===== src/rtl/cpu_pkg.sv =====
// Shared types for the multi-cycle MIPS-subset CPU:
// FSM states, ALU ops, opcode/funct values, PC source select.
package cpu_pkg;

    typedef enum logic [2:0] {
        ST_IF   = 3'd0,
        ST_ID   = 3'd1,
        ST_EX   = 3'd2,
        ST_MEM  = 3'd3,
        ST_WB   = 3'd4,
        ST_HALT = 3'd5
    } state_t;

    typedef enum logic [3:0] {
        ALU_ADD = 4'd0,
        ALU_SUB = 4'd1,
        ALU_SLT = 4'd2,
        ALU_AND = 4'd3,
        ALU_NOR = 4'd4,
        ALU_OR  = 4'd5,
        ALU_XOR = 4'd6,
        ALU_SLL = 4'd7,
        ALU_SRL = 4'd8,
        ALU_LUI = 4'd9
    } alu_op_t;

    typedef enum logic [1:0] {
        PC_SEQ = 2'd0,
        PC_BR  = 2'd1,
        PC_JMP = 2'd2
    } pc_src_t;

    localparam logic [5:0] OP_RTYPE = 6'h00;
    localparam logic [5:0] OP_J     = 6'h02;
    localparam logic [5:0] OP_BEQ   = 6'h04;
    localparam logic [5:0] OP_BNE   = 6'h05;
    localparam logic [5:0] OP_ADDIU = 6'h09;
    localparam logic [5:0] OP_LUI   = 6'h0F;
    localparam logic [5:0] OP_LW    = 6'h23;
    localparam logic [5:0] OP_SW    = 6'h2B;

    localparam logic [5:0] FN_SLL  = 6'h00;
    localparam logic [5:0] FN_SRL  = 6'h02;
    localparam logic [5:0] FN_ADDU = 6'h21;
    localparam logic [5:0] FN_SUBU = 6'h23;
    localparam logic [5:0] FN_AND  = 6'h24;
    localparam logic [5:0] FN_OR   = 6'h25;
    localparam logic [5:0] FN_XOR  = 6'h26;
    localparam logic [5:0] FN_NOR  = 6'h27;
    localparam logic [5:0] FN_SLT  = 6'h2A;

    typedef struct packed {
        logic alu_r;
        logic alu_i;
        logic load;
        logic store;
        logic beq;
        logic bne;
        logic jump;
        logic illegal;
    } inst_class_t;

endpackage


===== src/rtl/multi_cycle_ctrl_decode.sv =====
// Combinational instruction decoder (module ctrl_decode):
// instruction class plus the per-instruction datapath selects.
module ctrl_decode
    import cpu_pkg::*;
(
    input  logic [31:0] inst,
    output inst_class_t cls,
    output alu_op_t     alu_op,
    output logic        alu_b_imm,
    output logic        imm_zext,
    output logic        rf_dst_rt,
    output logic        wb_mem
);

    logic [5:0] op;
    logic [5:0] fn;
    logic       unused_fields;

    assign op = inst[31:26];
    assign fn = inst[5:0];
    // Register and immediate fields feed the datapath only.
    assign unused_fields = ^inst[25:6];

    always_comb begin
        cls       = '0;
        alu_op    = ALU_ADD;
        alu_b_imm = 1'b0;
        imm_zext  = 1'b0;
        rf_dst_rt = 1'b0;
        wb_mem    = 1'b0;
        case (op)
            OP_RTYPE: begin
                cls.alu_r = 1'b1;
                case (fn)
                    FN_ADDU: alu_op = ALU_ADD;
                    FN_SUBU: alu_op = ALU_SUB;
                    FN_SLT:  alu_op = ALU_SLT;
                    FN_AND:  alu_op = ALU_AND;
                    FN_NOR:  alu_op = ALU_NOR;
                    FN_OR:   alu_op = ALU_OR;
                    FN_XOR:  alu_op = ALU_XOR;
                    FN_SLL:  alu_op = ALU_SLL;
                    FN_SRL:  alu_op = ALU_SRL;
                    default: begin
                        cls.alu_r   = 1'b0;
                        cls.illegal = 1'b1;
                    end
                endcase
            end
            OP_ADDIU: begin
                cls.alu_i = 1'b1;
                alu_b_imm = 1'b1;
                rf_dst_rt = 1'b1;
            end
            OP_LUI: begin
                cls.alu_i = 1'b1;
                alu_op    = ALU_LUI;
                alu_b_imm = 1'b1;
                imm_zext  = 1'b1;
                rf_dst_rt = 1'b1;
            end
            OP_LW: begin
                cls.load  = 1'b1;
                alu_b_imm = 1'b1;
                rf_dst_rt = 1'b1;
                wb_mem    = 1'b1;
            end
            OP_SW: begin
                cls.store = 1'b1;
                alu_b_imm = 1'b1;
            end
            OP_BEQ: begin
                cls.beq = 1'b1;
                alu_op  = ALU_SUB;
            end
            OP_BNE: begin
                cls.bne = 1'b1;
                alu_op  = ALU_SUB;
            end
            OP_J: cls.jump = 1'b1;
            default: cls.illegal = 1'b1;
        endcase
    end

endmodule


===== src/rtl/multi_cycle_ctrl.sv =====
// Multi-cycle control FSM and retired-instruction counter.
// MULTI_CYCLE_CTRL_STEP_EN adds a step input and a HALT after each retire.
module multi_cycle_ctrl
    import cpu_pkg::*;
#(
    parameter int CNT_W = 32
) (
    input  logic             clk,
    input  logic             resetn,
    input  logic [31:0]      inst,
    input  logic             rs_eq_rt,
`ifdef MULTI_CYCLE_CTRL_STEP_EN
    input  logic             step,
`endif
    output logic [2:0]       state,
    output logic             ir_we,
    output logic             pc_we,
    output logic [1:0]       pc_src,
    output logic [3:0]       alu_op,
    output logic             alu_b_imm,
    output logic             imm_zext,
    output logic             mem_we,
    output logic             rf_we,
    output logic             rf_dst_rt,
    output logic             wb_mem,
    output logic             inst_done,
    output logic             illegal,
    output logic [CNT_W-1:0] inst_cnt
);

`ifdef MULTI_CYCLE_CTRL_STEP_EN
    localparam state_t ST_RETIRE = ST_HALT;
`else
    localparam state_t ST_RETIRE = ST_IF;
`endif

    inst_class_t cls;
    alu_op_t     dec_alu_op;
    state_t      state_q;
    state_t      state_d;
    pc_src_t     pc_src_c;
    logic        ir_we_c;
    logic        pc_we_c;
    logic        mem_we_c;
    logic        rf_we_c;
    logic        done_c;
    logic        ill_c;
    logic        taken;

    ctrl_decode u_decode (
        .inst      (inst),
        .cls       (cls),
        .alu_op    (dec_alu_op),
        .alu_b_imm (alu_b_imm),
        .imm_zext  (imm_zext),
        .rf_dst_rt (rf_dst_rt),
        .wb_mem    (wb_mem)
    );

    assign taken = (cls.beq & rs_eq_rt) | (cls.bne & ~rs_eq_rt);

    always_ff @(posedge clk or negedge resetn) begin
        if (!resetn) begin
            state_q <= ST_IF;
        end else begin
            state_q <= state_d;
        end
    end

    always_comb begin
        state_d  = state_q;
        pc_src_c = PC_SEQ;
        ir_we_c  = 1'b0;
        pc_we_c  = 1'b0;
        mem_we_c = 1'b0;
        rf_we_c  = 1'b0;
        done_c   = 1'b0;
        ill_c    = 1'b0;
        case (state_q)
            ST_IF: begin
                ir_we_c = 1'b1;
                pc_we_c = 1'b1;
                state_d = ST_ID;
            end
            ST_ID: begin
                unique case (1'b1)
                    cls.jump: begin
                        pc_we_c  = 1'b1;
                        pc_src_c = PC_JMP;
                        done_c   = 1'b1;
                        state_d  = ST_RETIRE;
                    end
                    cls.illegal: begin
                        ill_c   = 1'b1;
                        state_d = ST_RETIRE;
                    end
                    default: state_d = ST_EX;
                endcase
            end
            ST_EX: begin
                unique case (1'b1)
                    cls.beq, cls.bne: begin
                        pc_we_c  = taken;
                        pc_src_c = PC_BR;
                        done_c   = 1'b1;
                        state_d  = ST_RETIRE;
                    end
                    cls.load, cls.store: state_d = ST_MEM;
                    default: state_d = ST_WB;
                endcase
            end
            ST_MEM: begin
                if (cls.store) begin
                    mem_we_c = 1'b1;
                    done_c   = 1'b1;
                    state_d  = ST_RETIRE;
                end else begin
                    state_d = ST_WB;
                end
            end
            ST_WB: begin
                rf_we_c = 1'b1;
                done_c  = 1'b1;
                state_d = ST_RETIRE;
            end
`ifdef MULTI_CYCLE_CTRL_STEP_EN
            ST_HALT: state_d = step ? ST_IF : ST_HALT;
`endif
            default: state_d = ST_IF;
        endcase
    end

    // Gate with resetn so nothing writes while reset is held low.
    assign ir_we     = ir_we_c & resetn;
    assign pc_we     = pc_we_c & resetn;
    assign mem_we    = mem_we_c & resetn;
    assign rf_we     = rf_we_c & resetn;
    assign inst_done = done_c & resetn;
    assign illegal   = ill_c & resetn;
    assign pc_src    = pc_src_c;
    assign alu_op    = dec_alu_op;
    assign state     = state_q;

    always_ff @(posedge clk or negedge resetn) begin
        if (!resetn) begin
            inst_cnt <= '0;
        end else if (done_c) begin
            inst_cnt <= inst_cnt + CNT_W'(1);
        end
    end

endmodule

===== config.mk =====
export PLATFORM = sky130hd
export DESIGN_NAME = multi_cycle_ctrl
export DESIGN_NICKNAME = d
export VERILOG_FILES = /design/src/rtl/cpu_pkg.sv /design/src/rtl/multi_cycle_ctrl_decode.sv /design/src/rtl/multi_cycle_ctrl.sv
export SDC_FILE = /design/constraint.sdc
export NUM_CORES = 1
export LEC_CHECK = 0
export ABC_AREA = 1
export ABC_CLOCK_PERIOD_IN_PS = 1800
export CAP_MARGIN = 20
export CORE_MARGIN = 2
export CORE_UTILIZATION = 57
export CTS_CLUSTER_DIAMETER = 30
export CTS_CLUSTER_SIZE = 8
export DETAILED_ROUTE_END_ITERATION = 8
export DONT_BUFFER_PORTS = 1
export PLACE_DENSITY_LB_ADDON = 0.05
export SLEW_MARGIN = 20
export SYNTH_ARGS = -nofsm -noshare
export SYNTH_HDL_FRONTEND = slang
export SYNTH_SLANG_ARGS = --single-unit

===== constraint.sdc =====
create_clock -name clk -period 1.8 [get_ports clk]
set_input_delay 0.18 -clock clk [delete_from_list [all_inputs] [get_ports clk]]
set_output_delay 0.18 -clock clk [all_outputs]
set_load 0.005 [all_outputs]

Word level (Yosys, flattened, before mapping)
Index checks and enable logic that the tools add are counted.
{"block": "totals", "input_bits": 35, "ff_bits": 35}
{"block": "op_classes", "mux": 30, "n_eq_ne": 19, "bitwise": 10, "add_sub_neg": 1, "n_reduce_logical": 11}
{"operator": "6-bit equality test (second input constant)", "n": 9}
{"operator": "32-bit by 1-bit adder with 32-bit output (second input constant)", "n": 1}
{"operator": "4-bit case mux with 8 select lines", "n": 1}
{"operator": "1-bit two-way mux", "n": 19}
{"operator": "6-bit by 2-bit equality test with 1-bit output (second input constant)", "n": 2}
{"operator": "6-bit by 3-bit equality test with 1-bit output (second input constant)", "n": 2}
{"operator": "6-bit by 4-bit equality test with 1-bit output (second input constant)", "n": 2}
{"operator": "6-bit logical NOT", "n": 2}
{"operator": "3-bit case mux with 4 select lines", "n": 1}
{"operator": "4-bit case mux with 3 select lines", "n": 1}
{"operator": "9-bit OR reduction", "n": 1}
{"operator": "1-bit AND", "n": 8}
{"operator": "2-bit OR reduction", "n": 4}
{"operator": "7-bit OR reduction", "n": 1}
{"operator": "3-bit by 2-bit equality test with 1-bit output (second input constant)", "n": 2}
{"operator": "3-bit case mux with 2 select lines", "n": 1}
{"operator": "2-bit two-way mux", "n": 2}
{"operator": "1-bit case mux with 4 select lines", "n": 1}
{"operator": "2-bit case mux with 2 select lines", "n": 1}
{"operator": "4-bit OR reduction", "n": 1}
{"operator": "3-bit by 1-bit equality test with 1-bit output (second input constant)", "n": 1}
{"operator": "3-bit equality test (second input constant)", "n": 1}
{"operator": "3-bit logical NOT", "n": 1}
{"operator": "3-bit two-way mux", "n": 1}
{"operator": "other kinds (5)", "n": 5}

Logic depth before layout (Yosys ltp)
Gate-level depths: netlist of the first run.
{"block": "logic_depth", "word_depth": 7, "depth_mapped": 12, "depth_no_buf": 10}

Modules after synthesis
A second synthesis of the first run with hierarchy kept.
{"block": "unflattened", "hier_cells": 399, "hier_area_um2": 2656.3}
{"module": "multi_cycle_ctrl", "cells_per_inst": 318, "seq_area_each_um2": 875.8, "area_per_inst_um2": 2282.2, "n_inst": 1}
{"module": "ctrl_decode", "cells_per_inst": 81, "seq_area_each_um2": 0.0, "area_per_inst_um2": 374.1, "n_inst": 1}

Worst setup path after synthesis of the first run
No wires, ideal clock.
{"block": "synth_timing", "path_kind": "flip-flop to flip-flop", "start": "register inst_cnt[0]", "end": "register inst_cnt[26]", "arrival_time_ps": 1473, "path_slack_ps": 211, "setup_ps": 117, "required_time_ps": 1683, "path_stages_with_launch": 11, "cell_sequence": "dfrtp_1 -> ha_1 -> nand3_1 -> nor2_1 -> nand2_1 -> inv_1 -> nand2_1 -> nand2_1 -> nand2_1 -> nand2_1 -> nand2_1"}
{"block": "synth_via", "elab_chain_cells": 1}
{"item": "start: declaration", "line_no": "multi_cycle_ctrl.sv:28", "rtl": "output logic [CNT_W-1:0] inst_cnt"}
{"item": "start signal: assignment", "line_no": "multi_cycle_ctrl.sv:148", "rtl": "inst_cnt <= inst_cnt + CNT_W'(1);"}
{"item": "32-bit by 1-bit adder with 32-bit output", "line_no": "multi_cycle_ctrl.sv:148"}
No other way between the ends.
A chain may end at the register's enable or synchronous reset.

Worst setup path after layout of the first run
{"block": "layout_timing", "start": "register state_q[2] (netlist: state[2])", "end": "output port inst_done"}
{"block": "layout_via", "elab_chain_cells": 3, "elab_cells_between_ends": 6, "cone_classes": "4 x eq/ne; 1 x mux; 1 x bitwise"}
{"item": "start: declaration", "line_no": "multi_cycle_ctrl.sv:39", "rtl": "state_t state_q;"}
{"item": "start signal: assignment", "line_no": "multi_cycle_ctrl.sv:66", "rtl": "state_q <= state_d;"}
{"item": "3-bit equality test (tied with other cells)", "line_no": "multi_cycle_ctrl.sv:79", "rtl": "case (state_q)"}
{"item": "1-bit case mux with 4 select lines *", "line_no": "multi_cycle_ctrl.sv:79"}
{"item": "1-bit AND *", "line_no": "multi_cycle_ctrl.sv:138", "rtl": "assign inst_done = done_c & resetn;"}
{"item": "end: declaration", "line_no": "multi_cycle_ctrl.sv:26", "rtl": "output logic inst_done,"}
Mark *: on every way between the ends. The rest lies on a longest branch, timed or not.

==> metrics.md, run 1 <==
| Metric | Value |
|---|---|
| Final setup vio count | `0` |
| Post-route setup slack | `about 0.074 ns` |
| Actual transition at the worst max-transition pin | `between 0.4 and 0.5 ns` |
| Sort of element at the end of the critical path | `output pin` |
| Mapped Nets | `between 400 and 500` |
| Clk root buf | `sky130_fd_sc_hd__clkbuf_8` |
| Netlist Area Pre-Place | `~2800 um2` |
| Number of antenna violations at the first check in global routing | `0` |
| TritonCTS buffer count | `5` |
| Sequential fraction of the synthesis area | `31.5%` |
| Post-route DRC violation count | `0` |
| Dominant combinational cell family by area after synthesis | `simple AND/OR/NAND/NOR gates` |
| Post-Synth Simple-Gate Area | `between 50% and 60%` |
| Clock transition time at the flip-flop clock pins of the worst setup and hold paths | `approximately 0.06 ns` |
| Post-route non-filler standard cell count | `roughly 520` |
| Share of layout cells above drive strength 1 | `a little over a tenth` |
| Accumulated negative setup slack | `0 ns` |
| Setup crit start | `state[2]` |
| Total track usage | `between 20% and 30%` |
| Max frequency | `580 MHz` |
| Beginning of the worst hold path | `inst[28]` |
| Portion of netlist area occupied by mux cells | `0%` |
| Setup slack after placement | `about 0.1 ns` |
| RSZ-0062 raised after global routing | `false` |
| Critical path startpoint category | `flop` |
| Diodes inserted | `0` |
| DR vias/cell | `about 5.3` |
| Number of sinks handled by clock tree synthesis | `35` |
| Number of vias after detailed routing | `between 2000 and 3000` |
| Die ar. | `between 5000 and 6000 um2` |
| Clock insertion delay at the later pin of the skew report | `around 0.29 ns` |
| Run status | `finished clean` |
| Placeable Area | `between 4000 and 5000 um2` |
| Flip-flop and latch count after synthesis | `35` |
| Clock tree from TritonCTS | `yes` |
| Synthesized-area fraction occupied by adder cells | `less than 1%` |
| Total count of hold-check failures in the final report | `0` |
| Placed cell count | `509` |
| Net switching share of the total power | `approximately a third` |
| XOR/XNOR share of the synthesized area | `~4.7%` |
| Maximum fanout encountered on the critical timing path | `14` |
| Final Routed Wirelength | `7.25 mm` |
| Synthesized-area fraction occupied by ao, oa, aoi and oai cells | `under 10%` |
| Layout Skew | `0.00634 ns` |
| I/O Buffers | `0` |
| Synthesized netlist cell count | `442` |
| Maximum resistive drop on vdd | `around 530 uV` |
| Sum of net half-perimeters after detailed placement | `between 5 and 6 mm` |
| Maximum number of pins on one net before global-route repair | `39` |
| Worst setup path category | `flop to output pin` |
| Critical path required time | `around 1.6 ns` |
| I/O pin count | `86` |
| First-pass GRT wire length | `between 10 and 15 mm` |
| Starting Density | `between 50% and 60%` |
| Mean routed wirelength per cell | `between 10 and 15 um` |
| Internal power | `around 1.2 mW` |
| Die Wd | `between 70 and 80 um` |
| Vias in the first global route | `between 2000 and 3000` |
| Number of nets at the end of the flow | `slightly below 500` |
| Combinational group share of total power | `a little over a fifth` |
| Syn-to-layout area delta | `7.98%` |
| Final count of pins violating max slew | `0` |
| Maxcap violations | `0` |
| Reg power frac | `49.6%` |
| Net switching power | `594 uW` |
| Post-route fraction of the period consumed by the critical path | `a little over nine tenths` |
| Average size of a mapped cell | `about 6.3 um2` |
| Leak pwr | `between 1 and 1.5 nW` |
| Number of library cell types mapped by synthesis | `26` |
| ANT nets after route | `0` |
| H-tree depth | `2` |
| Floorplan die height | `about 74 um` |
| Worst hold path class | `input pin to flop` |
| Clock period minus worst slack | `1.73 ns` |
| GRT overflow | `0` |
| Arrival @ worst endpoint | `approximately 1.6 ns` |
| Startpoint of the worst-slack reg-to-reg timing path | `state[2]` |
| Count of standard-cell rows | `25` |
| Portion of total power attributed to the clock network | `approximately 29%` |
| Synthesis Warnings | `0` |
| Headroom to the max-slew limit | `71.2%` |
| DRT Pass-1 Iters | `4` |
| Maximum number of buffers from clock root to sink | `2` |
| Detailed router's first-iteration violation count | `around 180` |
| Number of buffers inserted by post-CTS setup repair | `0` |
| Total power density per cell area | `around 610 nW/um2` |
| Weighted congestion reported at the end of routability-driven placement | `approximately 0.92` |
==> cell families after synthesis <==
kind of cell / count (synthesis)
xor gates and xnor gates: 15
and+or+nand+nor: 332
AOI/OAI and AO/OA: 17
buffers and inverters: 42
adders and majority gates: 1
DFF: 35
==> critical path, stage by stage, from the launching register on <==
cell and delay (ns):
sky130_fd_sc_hd__dfrtp_2 0.44, sky130_fd_sc_hd__inv_2 0.11, sky130_fd_sc_hd__nand3_2 0.14, sky130_fd_sc_hd__nor2_4 0.27, sky130_fd_sc_hd__nor2_8 0.13, sky130_fd_sc_hd__a21oi_2 0.17
==> power groups by stage <==
stage	Sequential, mW	Clock (mW)	Combinational (mW)
after floorplan	0.907	0	0.268
after global placement	0.909	0	0.349
after detailed placement	0.911	0	0.359
after CTS	0.897	0.537	0.389
after global routing	0.917	0.574	0.450
final	0.908	0.523	0.400
==> area by class of cell <==
class	instances	area, um2
Multi-Input combinational cell	366	1730
Fill cell	458	1730
Sequential cell	35	880
Inverter	34	128
Timing Repair Buffer	10	103
Tap cell	67	83.8
Clock buffer	6	72.6
==> layer usage <==
layer / global-route usage, % / up-vias / wire length, um
met2: 45.3 / 76 / 3220
met3: 5.35 / 10 / 499
met1: 39.2 / 1273 / 3450
li1: - / 1407 / -
met5: 0 / - / 0
met4: 8.08 / 0 / 90
==> path summary, 6_finish.rpt <==
path                                 to  slack, ns  cells after the start
setup / recovery              inst_done       0.07                      5
hold / removal                 state[2]       0.15                      2
setup reg to reg           inst_cnt[10]       0.19                      7
hold reg to reg             inst_cnt[1]       0.59                      2
max in group asynchronous      state[2]       1.26                      2
min in group asynchronous   inst_cnt[1]       0.35                      2
==> cell usage after synthesis (all sizes together) <==
| cell | count | area share [%] |
|---|---|---|
| nor3 | 1 | 0.18 |
| inv | 34 | 4.6 |
| nand3 | 45 | 8.3 |
| dfrtp | 35 | 32 |
| nor2 | 79 | 12 |
| buf | 8 | 2.6 |
| and3 | 1 | 0.23 |
| nand4 | 5 | 1.4 |
| xor2 | 15 | 4.7 |
| nand2 | 185 | 26 |
| a21oi | 4 | 0.72 |
| o21ai | 12 | 2.2 |
| nand3b | 16 | 4.3 |
| a31oi | 1 | 0.23 |
| ha | 1 | 0.45 |
==> stage by stage <==
stage                     hold WS (ns)  util [%]  cell area [um2]  power (mW)
final                            0.153      63.5             3000        1.83
after global placement          -0.115      60.6             2860        1.26
after global routing             0.201      63.5             3000        1.94
after floorplan                 -0.116         -             2780        1.17
after detailed placement        -0.115      60.6             2860        1.27
after CTS                        0.147      63.1             2980        1.82
==> cell usage in the layout (no fill, tap or decap), types with 2 or more instances in the layout <==
cell type | Yosys | layout
sky130_fd_sc_hd__buf_12 | 1 | 2
sky130_fd_sc_hd__buf_4 | 0 | 7
sky130_fd_sc_hd__o21ai_0 | 12 | 12
sky130_fd_sc_hd__inv_1 | 31 | 29
sky130_fd_sc_hd__dfrtp_2 | 0 | 3
sky130_fd_sc_hd__xor2_1 | 15 | 15
sky130_fd_sc_hd__nand2_2 | 10 | 10
sky130_fd_sc_hd__nand3_1 | 44 | 42
sky130_fd_sc_hd__clkbuf_8 | 0 | 5
sky130_fd_sc_hd__a21oi_1 | 4 | 3
sky130_fd_sc_hd__inv_2 | 3 | 5
sky130_fd_sc_hd__dfrtp_1 | 35 | 32
sky130_fd_sc_hd__nand3b_1 | 16 | 16
sky130_fd_sc_hd__nor2_2 | 4 | 4
sky130_fd_sc_hd__nand4_1 | 4 | 4
sky130_fd_sc_hd__nand3_2 | 1 | 3
sky130_fd_sc_hd__nor2_4 | 3 | 4
sky130_fd_sc_hd__nand2_1 | 174 | 174
sky130_fd_sc_hd__nor2_1 | 71 | 71
==> sequential cells by signal, summed over array words and instances, names as in the netlist <==
| register | count |
|---|---|
| inst_cnt | 32 |
| state | 3 |
==> timing repair <==
action                     CTS  global route
hold buffers                 2             0
pin swaps                    3             2
hold endpoints to repair    35             0
gates cloned                 1             0
setup endpoints to repair    1             2
gates resized for setup      2             7
No activity file was read; power rests on OpenSTA's default activity.
==> inputs of run 2 (changes only) <==
--- a/config.mk
+++ b/config.mk
@@ -14,7 +14,8 @@
 export CTS_CLUSTER_SIZE = 8
 export DETAILED_ROUTE_END_ITERATION = 8
 export DONT_BUFFER_PORTS = 1
-export PLACE_DENSITY_LB_ADDON = 0.05
+export PLACE_DENSITY = 0.68
+export SKIP_LAST_GASP = 1
 export SLEW_MARGIN = 20
 export SYNTH_ARGS = -nofsm -noshare
 export SYNTH_HDL_FRONTEND = slang
==> run 2 against run 1 <==
  * Die area is the same
  * Register-to-register slack lost 0.05 ns
  * Flip-flop and latch count is the same
  * Sequential power shrank 1%
  * Clock power grew 20%
  * Wire length shrank 3.6%
  * Worst setup slack gained 0.037 ns
  * Clock skew shrank 0.0020 ns
  * First-iteration DRC count grew 10%
  * Count of clock-buffer cells in the layout grew 2
  * Final cell count is the same
  * Critical path type unchanged
==> metrics.md, run 2 (same netlist as run 1, synthesis figures left out) <==
| Metric | Value |
|---|---|
| Sort of element at the end of the critical path | `output pin` |
| I/O pin count | `86 (unchanged)` |
| Post-layout utilization of the core | `63.4% (about the same)` |
| Detailed router's first-iteration violation count | `195 (+10%)` |
| CP cell instances | `inv_2, nand3_2, nor2_4, nor2_8, a21oi_1` |
| Die Wd | `73.8 um (unchanged)` |
| Run status | `finished clean` |
| Floorplan die height | `73.8 um (unchanged)` |
| Total count of hold-check failures in the final report | `0 (unchanged)` |
| Maximum resistive drop on vdd | `422 uV (-21%)` |
| GRT overflow | `0 (unchanged)` |
| Placeable Area | `4720 um2 (unchanged)` |
| Vias in the first global route | `2494 (-2.3%)` |
| RSZ-0062 raised after global routing | `false` |
| Clock period minus worst slack | `1.69 ns (-0.0367 ns)` |
| First-pass GRT wire length | `11.6 mm (-2.1%)` |
| Maxcap violations | `0 (unchanged)` |
| Highest-count cells in the layout ignoring fill and taps | `sky130_fd_sc_hd__nand2_1 (174), sky130_fd_sc_hd__nor2_1 (71), sky130_fd_sc_hd__nand3_1 (42)` |
| Total power density per cell area | `632 nW/um2 (+3.6%)` |
| Slack of the worst reg-to-reg path | `0.14 ns (-0.05 ns)` |
| DRT Pass-1 Iters | `5 (+1)` |
| Maximum number of buffers from clock root to sink | `2 (unchanged)` |
| Maximum fanout encountered on the critical timing path | `14 (unchanged)` |
| Maximum number of pins on one net before global-route repair | `39 (unchanged)` |
| Layout Skew | `0.00435 ns (-0.00199 ns)` |
| Mean routed wirelength per cell | `13.5 um (-3.6%)` |
| Instance count along the most critical hold path | `2 (unchanged)` |
| Number of vias after detailed routing | `2774 (+0.29%)` |
| Number of buffers inserted by post-CTS setup repair | `0 (unchanged)` |
| Starting Density | `58.8% (unchanged)` |
| Number of nets at the end of the flow | `486 (-0.41%)` |
| DR vias/cell | `5.36 (+0.29%)` |
| Critical path required time | `1.62 ns (about the same)` |
| Syn-to-layout area delta | `7.93% (about the same)` |
| Clock insertion delay at the later pin of the skew report | `0.29 ns (about the same)` |
| Accumulated negative setup slack | `0 ns (unchanged)` |
| Slowest-stage cell, CP | `sky130_fd_sc_hd__dfrtp_1` |
| Clock tree from TritonCTS | `yes` |
| Number of sinks handled by clock tree synthesis | `35 (unchanged)` |
| Clock transition time at the flip-flop clock pins of the worst setup and hold paths | `0.07 ns (about the same)` |
| H-tree depth | `2 (unchanged)` |
| Arrival @ worst endpoint | `1.51 ns (-0.04 ns)` |
| Number of antenna violations at the first check in global routing | `0 (unchanged)` |
| Share of layout cells above drive strength 1 | `9.76% (-0.89 points)` |
| Die ar. | `5440 um2 (unchanged)` |
| Count of standard-cell rows | `25 (unchanged)` |
| FILL cells | `455 (-0.66%)` |
| Headroom to the max-slew limit | `74.9% (+3.7 points)` |
| Clk root buf | `sky130_fd_sc_hd__clkbuf_8` |
| Post-route DRC violation count | `0 (unchanged)` |
| Worst hold path class | `input pin to flop` |
| Top register by number of flip-flops | `inst_cnt` |
| Max FFs per register | `32 (unchanged)` |
| Leak pwr | `1.47 nW (+0.48%)` |
| Total power | `1.89 mW (+3.5%)` |
| Final Hold Slack | `0.150 ns (-0.00303 ns)` |
| Placed cell count | `508 (-0.20%)` |
| TritonCTS buffer count | `5 (unchanged)` |
| Cell count of the worst reg-to-reg path | `9 (+2)` |
| Worst setup path category | `flop to output pin` |
| Setup slack after placement | `0.0139 ns (-0.0864 ns)` |
| Final count of pins violating max slew | `0 (unchanged)` |
| Multi-input logic area | `1730 um2 (-0.36%)` |
| Diodes inserted | `0 (unchanged)` |
| Post-route non-filler standard cell count | `518 (unchanged)` |
| Final Routed Wirelength | `7.00 mm (-3.6%)` |
| Cell area after layout | `3000 um2 (about the same)` |
| I/O Buffers | `0 (unchanged)` |
| Critical path startpoint category | `flop` |
| Weighted congestion reported at the end of routability-driven placement | `0.949 (+2.9%)` |
| Max frequency | `592 MHz (+2.2%)` |
| Post-route setup slack | `0.111 ns (+0.0367 ns)` |
| Sum of net half-perimeters after detailed placement | `5.35 mm (+0.80%)` |
| Post-route fraction of the period consumed by the critical path | `93.8% (-2.0 points)` |
| Total track usage | `27.4% (-1.0 points)` |
| Area occupied by registers | `877 um2 (-0.28%)` |
| Total cell area at the placement stage | `2840 um2 (-0.70%)` |
| Most common cell after layout, fill and taps aside | `sky130_fd_sc_hd__nand2_1` |
| Critical Path Max Stage Delay | `0.44 ns (about the same)` |
| Final setup vio count | `0 (unchanged)` |
| Actual transition at the worst max-transition pin | `0.376 ns (-0.0553 ns)` |
| ANT nets after route | `0 (unchanged)` |
run 2: cell count changes in the layout (fill, tap and decap cells not counted), sizes merged:
cell / previous run / this run
buf: 9 / 8
clkbuf: 6 / 8
nor2: 80 / 79
run 2: report_power, final:
part	leakage (nW)	total [mW]	internal [mW]	switching, mW
registers	0.483	0.899	0.832	0.0674
logic	0.932	0.369	0.122	0.247
clock network	0.0515	0.626	0.349	0.277
run 2: worst max-delay path: cells and delay by family (launching register included):
family / cells / cell delay (ns)
AOI/OAI and AO/OA: 1 / 0.19
buffers and inverters: 1 / 0.13
DFF: 1 / 0.44
and+or+nand+nor: 3 / 0.45
run 2: worst paths after layout:
check,end,from
max,inst_done,state[2]
min,state[2],inst[28]
max reg2reg,inst_cnt[31],inst_cnt[2]
min reg2reg,inst_cnt[1],inst_cnt[1]
max in group asynchronous,inst_cnt[1],resetn
min in group asynchronous,inst_cnt[6],resetn
run 2: cell type report:
type                            count  share of cell area (%)
Tap cell                           67                    2.80
Sequential cell                    35                    29.3
Timing Repair Buffer                9                    2.76
Multi-Input combinational cell    365                    57.6
Inverter                           34                    4.26
Clock buffer                        8                    3.34
run 2: repair_timing:
item                                   4_1_cts  5_1_grt
pin swaps                                    0        1
hold buffers                                 2        0
resized for setup                            1        5
setup endpoints to repair                    1        3
endpoints found under the hold margin       35        0
run 2: routing by layer:
metal  global-route usage (%)  wire length [um]  up-vias
met1                     39.0              3340     1250
met3                     4.94               525       13
li1                         -                 -     1410
met2                     41.9              3010      101
met4                     8.89               119        0
met5                        0                 0        -
